<file path="src/rtl/fdivsqrt_arb.sv">
`default_nettype none
// ============================================================================
//  Module      : fdivsqrt_arb
//  Description : Shares one iterative divide/sqrt unit between the integer
//                divide path and the FP divide/sqrt path. Round-robin grant,
//                start pulse + iteration budget, tagged completion held until
//                accepted, per-owner flush with abort pulse.
//                Optional integer path: define FDIVSQRT_ARB_IDIV_EN.
//  Revision    : 1.0 - initial release
// ============================================================================
module fdivsqrt_arb #(
    parameter int DURLEN = 6,
    parameter int TAGW   = 5
) (
    input  logic              clk,
    input  logic              reset,
    input  logic              IReqValid,
    output logic              IReqReady,
    input  logic [DURLEN-1:0] IReqCycles,
    input  logic [TAGW-1:0]   IReqTag,
    input  logic              FReqValid,
    output logic              FReqReady,
    input  logic [DURLEN-1:0] FReqCycles,
    input  logic [TAGW-1:0]   FReqTag,
    input  logic              FlushI,
    input  logic              FlushF,
    output logic              UnitStart,
    output logic              UnitIntDiv,
    output logic              UnitAbort,
    input  logic              UnitDone,
    output logic              RspValid,
    output logic              RspIsInt,
    output logic [TAGW-1:0]   RspTag,
    input  logic              RspReady,
    output logic              Busy
);

    localparam logic [DURLEN-1:0] c_one = DURLEN'(1);

    typedef enum logic [1:0] {
        S_IDLE = 2'd0,
        S_RUN  = 2'd1,
        S_HOLD = 2'd2
    } state_t;

    state_t            r_state;
    logic [DURLEN-1:0] r_count;
    logic [TAGW-1:0]   r_tag;

    logic              w_idle;
    logic              w_hold;
    logic              w_acc_int;
    logic              w_acc_fp;
    logic              w_accept;
    logic              w_owner_int;
    logic              w_owner_flush;
    logic [DURLEN-1:0] w_req_cycles;
    logic [DURLEN-1:0] w_load_cycles;
    logic [TAGW-1:0]   w_req_tag;

    assign w_idle = (r_state == S_IDLE);
    assign w_hold = (r_state == S_HOLD);

`ifdef FDIVSQRT_ARB_IDIV_EN
    logic r_last_int;
    logic r_owner_int;
    logic w_grant_int;
    logic w_grant_fp;

    // Round robin: on a tie the requester not granted last wins.
    assign w_grant_int   = IReqValid & (~FReqValid | ~r_last_int);
    assign w_grant_fp    = FReqValid & (~IReqValid |  r_last_int);
    assign w_acc_int     = w_idle & w_grant_int & ~FlushI;
    assign w_acc_fp      = w_idle & w_grant_fp  & ~FlushF;
    assign w_owner_int   = r_owner_int;
    assign w_owner_flush = ~w_idle & (r_owner_int ? FlushI : FlushF);
    assign w_req_cycles  = w_acc_int ? IReqCycles : FReqCycles;
    assign w_req_tag     = w_acc_int ? IReqTag    : FReqTag;
`else
    // Integer division lives in the MDU: FP is the only requester.
    logic w_unused_idiv;
    assign w_unused_idiv = ^{IReqValid, IReqCycles, IReqTag, FlushI};
    assign w_acc_int     = 1'b0;
    assign w_acc_fp      = w_idle & FReqValid & ~FlushF;
    assign w_owner_int   = 1'b0;
    assign w_owner_flush = ~w_idle & FlushF;
    assign w_req_cycles  = FReqCycles;
    assign w_req_tag     = FReqTag;
`endif

    assign w_accept      = w_acc_int | w_acc_fp;
    // A zero budget would never terminate; run at least one iteration.
    assign w_load_cycles = (w_req_cycles == '0) ? c_one : w_req_cycles;

    // Sequencer: accept in IDLE, count iterations in RUN, hold response in HOLD.
    always_ff @(posedge clk or posedge reset) begin
        if (reset) begin
            r_state     <= S_IDLE;
            r_count     <= '0;
            r_tag       <= '0;
`ifdef FDIVSQRT_ARB_IDIV_EN
            r_last_int  <= 1'b0;
            r_owner_int <= 1'b0;
`endif
        end else begin
            case (r_state)
                S_IDLE: begin
                    if (w_accept) begin
                        r_state     <= S_RUN;
                        r_count     <= w_load_cycles;
                        r_tag       <= w_req_tag;
`ifdef FDIVSQRT_ARB_IDIV_EN
                        r_owner_int <= w_acc_int;
                        r_last_int  <= w_acc_int;
`endif
                    end
                end
                S_RUN: begin
                    // Owner flush outranks both normal and early completion.
                    if (w_owner_flush) begin
                        r_state <= S_IDLE;
                    end else if ((r_count == c_one) || UnitDone) begin
                        r_state <= S_HOLD;
                    end else begin
                        r_count <= r_count - c_one;
                    end
                end
                S_HOLD: begin
                    // A flush here means the response was never delivered.
                    if (w_owner_flush || RspReady) begin
                        r_state <= S_IDLE;
                    end
                end
                default: r_state <= S_IDLE;
            endcase
        end
    end

    assign IReqReady  = w_acc_int;
    assign FReqReady  = w_acc_fp;
    assign UnitStart  = w_accept;
    assign UnitIntDiv = w_acc_int;
    assign UnitAbort  = w_owner_flush;
    assign RspValid   = w_hold;
    assign RspIsInt   = w_hold & w_owner_int;
    assign RspTag     = w_hold ? r_tag : '0;
    assign Busy       = ~w_idle;

endmodule
`default_nettype wire
</file>
<file path="config.mk">
export PLATFORM = sky130hd
export DESIGN_NAME = fdivsqrt_arb
export DESIGN_NICKNAME = d
export VERILOG_FILES = /design/src/rtl/fdivsqrt_arb.sv
export SDC_FILE = /design/constraint.sdc
export NUM_CORES = 1
export LEC_CHECK = 0
export CAP_MARGIN = 20
export CORE_AREA = 3 3 53 55
export CTS_CLUSTER_DIAMETER = 50
export DETAILED_ROUTE_END_ITERATION = 7
export DIE_AREA = 0 0 56 58
export GPL_TIMING_DRIVEN = 0
export PLACE_DENSITY = 0.83
export SYNTH_ARGS = -nofsm -noshare
export SYNTH_HDL_FRONTEND = slang
export SYNTH_SLANG_ARGS = --single-unit
</file>
<file path="constraint.sdc">
create_clock -name clk -period 1.7 [get_ports clk]
set_input_delay 0.425 -clock clk [delete_from_list [all_inputs] [get_ports clk]]
set_output_delay 0.425 -clock clk [all_outputs]
set_load 0.005 [all_outputs]
</file>
# [Yosys cells after proc, flatten, opt, wreduce, memory -nomap -nowiden]
# Cells that the tools add are included.
[totals] ff_bits=13 in_bits=30 out_inout_bits=13 elab_cells=36
[op_classes] n_addsub=1 eq_ne=8 mux=11 bitwise_logic=5 n_reduce_logical=8
[op_table] cell="6-bit two-way mux" n=4
[op_table] cell="6-bit case mux with 2 select lines" n=1
[op_table] cell="2-bit two-way mux" n=4
[op_table] cell="6-bit by 1-bit equality test with 1-bit output (second input constant)" n=1
[op_table] cell="6-bit logical NOT" n=1
[op_table] cell="2-bit != test (second input constant)" n=3
[op_table] cell="2-bit case mux with 3 select lines" n=1
[op_table] cell="6-bit by 1-bit subtractor with 6-bit output (second input constant)" n=1
[op_table] cell="5-bit two-way mux" n=1
[op_table] cell="4-bit AND reduction" n=1
[op_table] cell="1-bit bitwise AND" n=3
[op_table] cell="3-bit != test (second input constant)" n=1
[op_table] cell="3-bit AND reduction" n=1
[op_table] cell="2-bit by 1-bit equality test with 1-bit output (second input constant)" n=1
[op_table] cell="2-bit equality test (second input constant)" n=1
[op_table] cell="2-bit logical NOT" n=1
[op_table] cell="1-bit logical OR" n=2
[op_table] cell="2-bit by 1-bit != test with 1-bit output (second input constant)" n=1
[op_table] cell="1-bit inverter" n=2
[op_table] cell="2-bit AND reduction" n=1
[op_table] cell="2-bit nonzero test" n=1

# [Longest topological paths before layout]
# Gate-level depths: netlist of the first run.
[logic_depth] depth_word=6 ltp_mapped=7 ltp_nobuf=6

# [Least setup slack after synthesis of the first run]
# No wires, ideal clock.
[synth_timing] path_kind="register to output" start="reg r_state[0]" end="out UnitStart" t_arrival_ps=1192 t_required_ps=1275 setup_slack_ps=83 stages_incl_launch_ff=4 path_buffers=1 cell_sequence="dfrtp_1 > or2_1 > nor3b_4 > buf_4"
[synth_between] elab_chain_cells=3
[synth_rtl] element="start: declaration" line="46" source="state_t r_state;"
[synth_rtl] element="start signal: assignment" line="98" source="r_state <= S_IDLE;"
[synth_rtl] element="start signal: assignment" line="109" source="r_state <= S_RUN;"
[synth_rtl] element="start signal: assignment" line="121" source="r_state <= S_IDLE;"
[synth_rtl] element="2-bit logical NOT" line="61" source="assign w_idle = (r_state == S_IDLE);"
[synth_rtl] element="1-bit bitwise AND (2 in a row)" line="84" source="assign w_acc_fp = w_idle & FReqValid & ~FlushF;"
[synth_rtl] element="end: declaration" line="27" source="output logic UnitStart,"
# Every way passes these cells.

# [Final worst setup path of the first run]
[layout_timing] start="reg r_state[1]" end="out UnitStart"
# Same word-level chain as after synthesis.

==> flow_metrics.tcl, run 1 <==
set metrics [dict create \
    ios 43 \
    arrival_ns 1.44 \
    slowest_stage "dfrtp_1" \
    setup_ws_ns -0.1662 \
    die_x_um 56 \
    yosysMostFrequentCell "dfrtp_1" \
    slew_violations 0 \
    grt_pass1_vias 733 \
    power.leakage_nw 0.6056 \
    drt-pass1-iter-count 4 \
    wirelength_um 2285 \
    p_per_area_nw_per_um2 837.7 \
    tns_ns -0.4219 \
    synth.area.top_cells "dfrtp_1, mux2_1, and2_1" \
    grt_max_degree 14 \
    slowest_delay_ns 0.40 \
    yosysTopAreaCell "dfrtp_1" \
    synthTopCellsByCount "dfrtp_1, nor2_1, a21oi_1, and2_1, mux2_1" \
    routabilityCongestion 0.8735 \
    antenna_found_initial 0 \
    reg2regPathDepth 5 \
    num_vias 791 \
    start_kind "flip-flop" \
    cp.buffers_inverters 2 \
    yosysWarnings 0 \
    ctsRootBufferMaster "clkbuf_4" \
    start_util_pct 32.92 \
    synth_area_um2 800.8 \
    synth_cell_types 33 \
    grt-ovfl-total 0 \
    dp_hpwl_um 1456 \
    drt_iter0_markers 21 \
    synth_top_cell_area_share_pct 40.63 \
    worstPathMaxFanout 4 \
    seq_area_frac_synth_pct 40.63 \
    syn_inst 85 \
    area_delta_synth_final_pct 59.06 \
    fin_nets 165 \
    hold_buffers 0 \
    dieHeight_um 58 \
    skew_ns 0.005763 \
    drtAntennaViolNets 0 \
    failed_checks "negative setup slack" \
    crit_family "simple AND/OR/NAND/NOR gates" \
    finalCriticalPeriod_ns 1.866 \
    worst_ir_drop_vdd_uv 550.7 \
    cts_made_buffers 3 \
    rsz0062_at_grt "yes" \
    ys_ff_latch 13 \
    path_class "flip-flop to primary output" \
    cts_num_sinks 13 \
    synthArstFlopShare_pct 100.0 \
    cts.clk_slew.worst_paths_ns 0.09 \
    grt_pass1_wl_um 3422 \
    drive_gt1_share_pct 34.85 \
    setup_viol 6 \
    max-slew-margin-rel_pct 65.09 \
    synth-edff-count 0 \
    hold_viol_final 0 \
    utilization_pct 52.37 \
    cts_tree "built" \
    cp-end-kind "primary output" \
    n_antenna_cell 0 \
    drc 0 \
    max_freq_mhz 535.9 \
    status "finished, violations left" \
    io_buffers 26 \
    core-area_um2 2432 \
    rows 18 \
    viasPerCell 4.883 \
    tightestPinTransition_ns 0.5231 \
    r2r_slack_ns 0.07 \
    synth_flop_cell "dfrtp_1" \
    clock_latency_ns 0.29 \
    cap_viol_max_count 0 \
    crit_cells 4 \
    die-area_um2 3248 \
    clockBufferDepth 2 \
    crit_required_ns 1.27 \
    avgSynthCellArea_um2 9.421 \
    grt_util_all_layers_pct 13.64 \
    wire_per_inst_um 14.10 \
    cts_htree_levels 1 \
    post-route-period-util_pct 109.8 \
    path_cells "or2_4 -> nor3b_4 -> buf_4 -> buf_6" \
    hp-class "primary input to asynchronous set/reset pin" \
]
registers in the layout, summed over array words and instances, names as in the netlist:
name	flops
r_count	6
r_tag	5
r_state	2
through the flow:
step                      setup slack, ns  hold slack (ns)  power (W)  instances  area, µm²
after global placement            -0.6755           0.4582  0.0007529        143       1106
after global routing              -0.2246           0.5055   0.001129        162       1274
after detailed placement          -0.6912           0.4669  0.0007782        143       1106
after floorplan                   0.08299           0.3020  0.0006470         87      808.3
final                             -0.1662           0.4657   0.001067        162       1274
after CTS                         -0.1397           0.4861   0.001005        156       1206
path summary, 6_finish.rpt:
check,end,startpoint
max,UnitStart,r_state[1]$_DFFE_PP0P_
min,r_state[0]$_DFFE_PP0P_,reset
max reg2reg,r_tag[4]$_DFFE_PP0P_,r_state[1]$_DFFE_PP0P_
min reg2reg,r_tag[2]$_DFFE_PP0P_,r_tag[2]$_DFFE_PP0P_
max in group asynchronous,r_count[0]$_DFFE_PP0P_,reset
min in group clk,r_tag[2]$_DFFE_PP0P_,r_tag[2]$_DFFE_PP0P_
cells by family (layout without fill, tap and decap cells):
family          count (synthesis)  count (layout)  synth area share [%]
mux                             5               5                 7.031
buf+inv                        10              55                 7.499
other cells                     1               3                0.4683
fa+ha+maj                       2               2                 3.125
simple gates                   33              33                 25.16
flops                          13              13                 40.62
compound gates                 21              21                 16.09
power breakdown:
part | total (W) | switching, W | internal (W)
Sequential | 0.000455 | 0.0000678 | 0.000387
Combinational | 0.000408 | 0.000182 | 0.000227
Clock | 0.000204 | 0.000112 | 0.0000913
Total | 0.00107 | 0.000362 | 0.000705
placed cells by master, fill, tap and decap left out, types with 3 or more instances in the layout:
cell type         n
clkbuf_4          3
nor3_1            3
buf_6            10
buf_4            15
o21ai_1           4
buf_2             3
mux2_1            5
nor2_1            9
conb_1            3
o21ai_0           3
dfrtp_1          12
inv_1             3
clkdlybuf4s50_1  15
and2_4            5
a21oi_1           6
per-layer routing:
metal,part of all wire [%],GRT usage [%]
met3,7.8,6.459
met5,0,0
met1,43,15.97
met4,1.1,3.051
met2,48,22.87
final cells by class:
class | count | area, µm²
fill | 239 | 1159
multi-input combinational | 64 | 450.4
timing repair buffer | 41 | 371.6
sequential | 13 | 326.6
buffer | 6 | 46.29
tap | 30 | 37.54
clock buffer | 4 | 26.28
inverter | 4 | 15.01
timing repair:
action                                 in CTS  in global routing
pin swaps                                   3                  9
endpoints found under the hold margin       0                  0
gates resized for setup                    33                 25
setup buffers                               9                  6
setup endpoints to repair                  11                 14
(Power assumes the default switching activity.)
==> run 2, diff against run 1 <==
- TNS_END_PERCENT: default -> 50
==> flow_metrics.tcl, run 2 (synthesis gave the netlist of run 1 again) <==
set metrics [dict create \
    final_cell_mix "buf_4, clkdlybuf4s50_1, dfrtp_1" \
    max_freq_mhz 537.5 \
    grt_max_degree 14 \
    dp_hpwl_um 1456 \
    grt-ovfl-total 0 \
    setup_ws_ns -0.1606 \
    skew_ns 0.006974 \
    path_cells "or2_4 -> nor3b_4 -> buf_4 -> buf_6" \
    cts.clk_slew.worst_paths_ns 0.09 \
    rr_startpoint "r_state[0]$_DFFE_PP0P_" \
    crit_family "simple AND/OR/NAND/NOR gates" \
    fin_nets 167 \
    hold_viol_final 0 \
    dpl.cell_count 143 \
    start_kind "flip-flop" \
    cts_made_buffers 3 \
    die-area_um2 3248 \
    area_delta_synth_final_pct 55.78 \
    num_vias 800 \
    failed_checks "negative setup slack" \
    tightestPinTransition_ns 0.5308 \
    hold_ws_ns 0.4722 \
    crit_start "r_state[1]$_DFFE_PP0P_" \
    reg2regPathDepth 7 \
    seq_area_um2 326.6 \
    slew_violations 0 \
    dieHeight_um 58 \
    rows 18 \
    rsz0062_at_grt "yes" \
    worst_ir_drop_vdd_uv 556.6 \
    hold_buffers 0 \
    wire_per_inst_um 13.70 \
    drive_gt1_share_pct 28.36 \
    setup_viol 7 \
    path_class "flip-flop to primary output" \
    cap_viol_max_count 0 \
    top_regs "r_count: 6 flops, r_tag: 5 flops, r_state: 2 flops" \
    finalCriticalPeriod_ns 1.861 \
    use_met3_pct 5.568 \
    cp.buffers_inverters 2 \
    die_x_um 56 \
    fin_cells 164 \
    crit_cells 4 \
    dp_slack_ns -0.6912 \
    arrival_ns 1.44 \
    drt-pass1-iter-count 4 \
    max-slew-margin-rel_pct 64.57 \
    totalPowerFinal_w 0.001049 \
    drtAntennaViolNets 0 \
    power.leakage_nw 0.6060 \
    clockBufferDepth 2 \
    met1_usage_pct 16.39 \
    crit_required_ns 1.27 \
    cp-end-kind "primary output" \
    n_antenna_cell 0 \
    drc 0 \
    grt_pass1_vias 732 \
    largest_reg_flops 6 \
    use_met2_pct 22.70 \
    ctsRootBufferMaster "clkbuf_4" \
    status "finished, violations left" \
    io_buffers 26 \
    wirelength_um 2247 \
    grt_util_all_layers_pct 13.55 \
    clock_latency_ns 0.29 \
    slowest_delay_ns 0.41 \
    cts_num_sinks 13 \
    ios 43 \
    antenna_found_initial 0 \
    viasPerCell 4.878 \
    slowest_stage "dfrtp_1" \
    p_per_area_nw_per_um2 840.7 \
    worstPathMaxFanout 4 \
    multi_input_area_um2 432.9 \
    routabilityCongestion 0.8735 \
    hp-class "primary input to asynchronous set/reset pin" \
    utilization_pct 51.29 \
    post-route-period-util_pct 109.4 \
    fill_cells 241 \
    start_util_pct 32.92 \
    drt_iter0_markers 7 \
    cts_htree_levels 1 \
    top_register "r_count" \
    core-area_um2 2432 \
    cts_tree "built" \
    grt_pass1_wl_um 3436 \
    busiest_layer "met2" \
    final_common_cell "buf_4" \
]
run 2: worst paths after layout:
path	end	slack, ns
setup / recovery	UnitStart	-0.16
hold / removal	r_state[0]$_DFFE_PP0P_	0.47
setup reg to reg	r_count[0]$_DFFE_PP0P_	0.07
hold reg to reg	r_tag[2]$_DFFE_PP0P_	0.48
max in group asynchronous	r_count[0]$_DFFE_PP0P_	0.85
min in group clk	r_tag[2]$_DFFE_PP0P_	0.48
run 2: layout make-up:
type | count | area share, %
Multi-Input combinational cell | 64 | 34.70
Buffer | 6 | 3.711
Sequential cell | 13 | 26.18
Clock buffer | 4 | 2.106
Timing Repair Buffer | 43 | 29.09
Tap cell | 30 | 3.009
Inverter | 4 | 1.204
run 2: repair_timing:
| action | 4_1_cts | 5_1_grt |
|---|---|---|
| setup buffers | 6 | 11 |
| pin swaps | 2 | 5 |
| setup endpoints to repair | 11 | 15 |
| gates resized for setup | 24 | 8 |
run 2: routing by layer:
metal	part of all wire (%)	wire length, µm
met5	0	0
met2	48	1082
met1	43	973
met4	0.98	22
met3	7.5	168
run 2: per-stage QoR:
step / TNS, ns / instance area [µm²]
2_1_floorplan: 0 / 808.3
3_5_place_dp: -4.533 / 1106
6_report: -0.6342 / 1247
4_1_cts: -0.5604 / 1175
3_3_place_gp: -4.043 / 1106
5_1_grt: -1.073 / 1247
run 2: worst register-to-register path, stage by stage, from the launching register on:
cell and delay (ns):
dfrtp_1 0.41, buf_4 0.14, buf_4 0.14, nand2_1 0.06, o211ai_1 0.08, buf_4 0.16, or2_4 0.28, a211o_1 0.26
run 2: report_power, final:
part           total, W  switching (W)  internal, W
clock network  0.000200       0.000109    0.0000912
logic          0.000400       0.000179     0.000220
registers      0.000449      0.0000619     0.000387
total           0.00105       0.000350     0.000699
==> run 3, diff against run 2 <==
- CAP_MARGIN: 20 -> default
- CORE_AREA: 3 3 53 55 -> 3 3 49 51
- DIE_AREA: 0 0 56 58 -> 0 0 52 54
- DONT_BUFFER_PORTS: default -> 1
- PLACE_DENSITY: 0.83 -> 0.66
==> flow_metrics.tcl, run 3 (synthesis gave the netlist of run 1 again) <==
set metrics [dict create \
    status "finished, violations left" \
    failed_checks "negative setup slack" \
    switchingPower_w 0.0003120 \
    drt-pass1-iter-count 4 \
    arrival_ns 1.49 \
    grt_pass1_vias 686 \
    routabilityCongestion 0.8098 \
    tns_ns -0.2454 \
    drtAntennaViolNets 0 \
    totalPowerFinal_w 0.0009335 \
    hold_ws_ns 0.04886 \
    slowest_stage "dfrtp_1" \
    crit_required_ns 1.27 \
    cap_viol_max_count 0 \
    drt_iter0_markers 25 \
    final_common_cell "dfrtp_1" \
    skew_ns 0.001289 \
    hold_viol_final 0 \
    setup_viol 2 \
    final_cell_mix "dfrtp_1, buf_4, nor2_1" \
    fin_nets 130 \
    area_delta_synth_final_pct 15.63 \
    cp-end-kind "primary output" \
    slowest_delay_ns 0.38 \
    worst_ir_drop_vdd_uv 352.3 \
    power_frac_clock_pct 20.0 \
    ctsRootBufferMaster "clkbuf_4" \
    num_vias 655 \
    top_register "r_count" \
    worstPathMaxFanout 7 \
    grt_max_degree 14 \
    core-area_um2 1982 \
    cp.buffers_inverters 1 \
    antenna_found_initial 0 \
    setup_ws_ns -0.2147 \
    p_seq_share_pct 47.9 \
    path_cells "or2_4 -> nor3b_4 -> buf_4" \
    p_int_w 0.0006215 \
    path_class "flip-flop to primary output" \
    die_x_um 52 \
    clockBufferDepth 2 \
    p_per_area_nw_per_um2 1008 \
    die-area_um2 2808 \
    switching_share_pct 33.42 \
    power.leakage_nw 0.4248 \
    fin_cells 124 \
    io_buffers 0 \
    rows 16 \
    grt-ovfl-total 0 \
    clock_latency_ns 0.27 \
    comb_power_share_pct 32.0 \
    n_antenna_cell 0 \
    wirelength_um 1748 \
    cts.clk_slew.worst_paths_ns 0.08 \
    wire_per_inst_um 14.10 \
    slew_violations 0 \
    ios 43 \
    dieHeight_um 54 \
    grt_pass1_wl_um 2829 \
    rsz0062_at_grt "yes" \
    dpl.cell_count 114 \
    cts_made_buffers 3 \
    viasPerCell 5.282 \
    finalCriticalPeriod_ns 1.915 \
    dp_hpwl_um 1339 \
    cts_htree_levels 1 \
    drc 0 \
    max_freq_mhz 522.3 \
    post-route-period-util_pct 112.6 \
    start_kind "flip-flop" \
    hp-class "primary input to asynchronous set/reset pin" \
    largest_reg_flops 6 \
    crit_family "simple AND/OR/NAND/NOR gates" \
    start_util_pct 40.40 \
    drive_gt1_share_pct 23.71 \
    cts_num_sinks 13 \
    utilization_pct 46.72 \
    grt_util_all_layers_pct 13.52 \
    cts_tree "built" \
    top_regs "r_count: 6 flops, r_tag: 5 flops, r_state: 2 flops" \
]
run 3: power groups by stage:
stage	logic [W]	registers [W]	clock network [W]
finish	0.000299	0.000447	0.000187
global route	0.000337	0.000462	0.000202
CTS	0.000262	0.000452	0.000197
detailed placement	0.000248	0.000462	0
global placement	0.000238	0.000455	0
floorplan	0.000206	0.000441	0
run 3: per-layer routing:
layer	GRT usage, %	vias up	wire length (µm)
met5	0	-	0
met4	7.860	0	34
met3	2.216	5	94
met2	24.90	23	934
met1	14.53	309	686
li1	-	318	-
run 3: path summary, 6_finish.rpt:
kind                                             start                endpoint  slack (ns)  cells past startpoint
worst max register to register  r_count[1]$_DFFE_PP0P_  r_count[0]$_DFFE_PP0P_        0.09                      6
worst max-delay path            r_state[0]$_DFFE_PP0P_               UnitStart       -0.21                      3
worst min-delay path                             reset    r_tag[1]$_DFFE_PP0P_        0.05                      1
max in group asynchronous                        reset  r_count[0]$_DFFE_PP0P_        1.30                      1
worst min register to register    r_tag[3]$_DFFE_PP0P_    r_tag[3]$_DFFE_PP0P_        0.48                      1
min in group clk                                FlushF  r_state[1]$_DFFE_PP0P_        0.21                      1
run 3: what timing repair did:
| action | 4_1_cts | 5_1_grt |
|---|---|---|
| resized for setup | 2 | 4 |
| pin swaps | 2 | 3 |
| buffers inserted | 2 | 4 |
| hold buffers | 0 | 0 |
| endpoints found under the setup margin | 7 | 13 |
run 3: final cells by class:
type                            instances  area (µm²)
Fill cell                             188        1056
Multi-Input combinational cell         64       432.9
Sequential cell                        13       326.6
Timing Repair Buffer                    6       45.04
Buffer                                  6       45.04
Tap cell                               27       33.78
Clock buffer                            3       22.52
Inverter                                4       15.01
Clock inverter                          1       5.005
run 3: metrics by stage:
stage / setup slack [ns] / instance area, µm²
2_1_floorplan: 0.08299 / 808.3
3_3_place_gp: -0.02432 / 842.1
3_5_place_dp: -0.04837 / 842.1
4_1_cts: -0.2491 / 889.6
5_1_grt: -0.3143 / 925.9
6_report: -0.2147 / 925.9
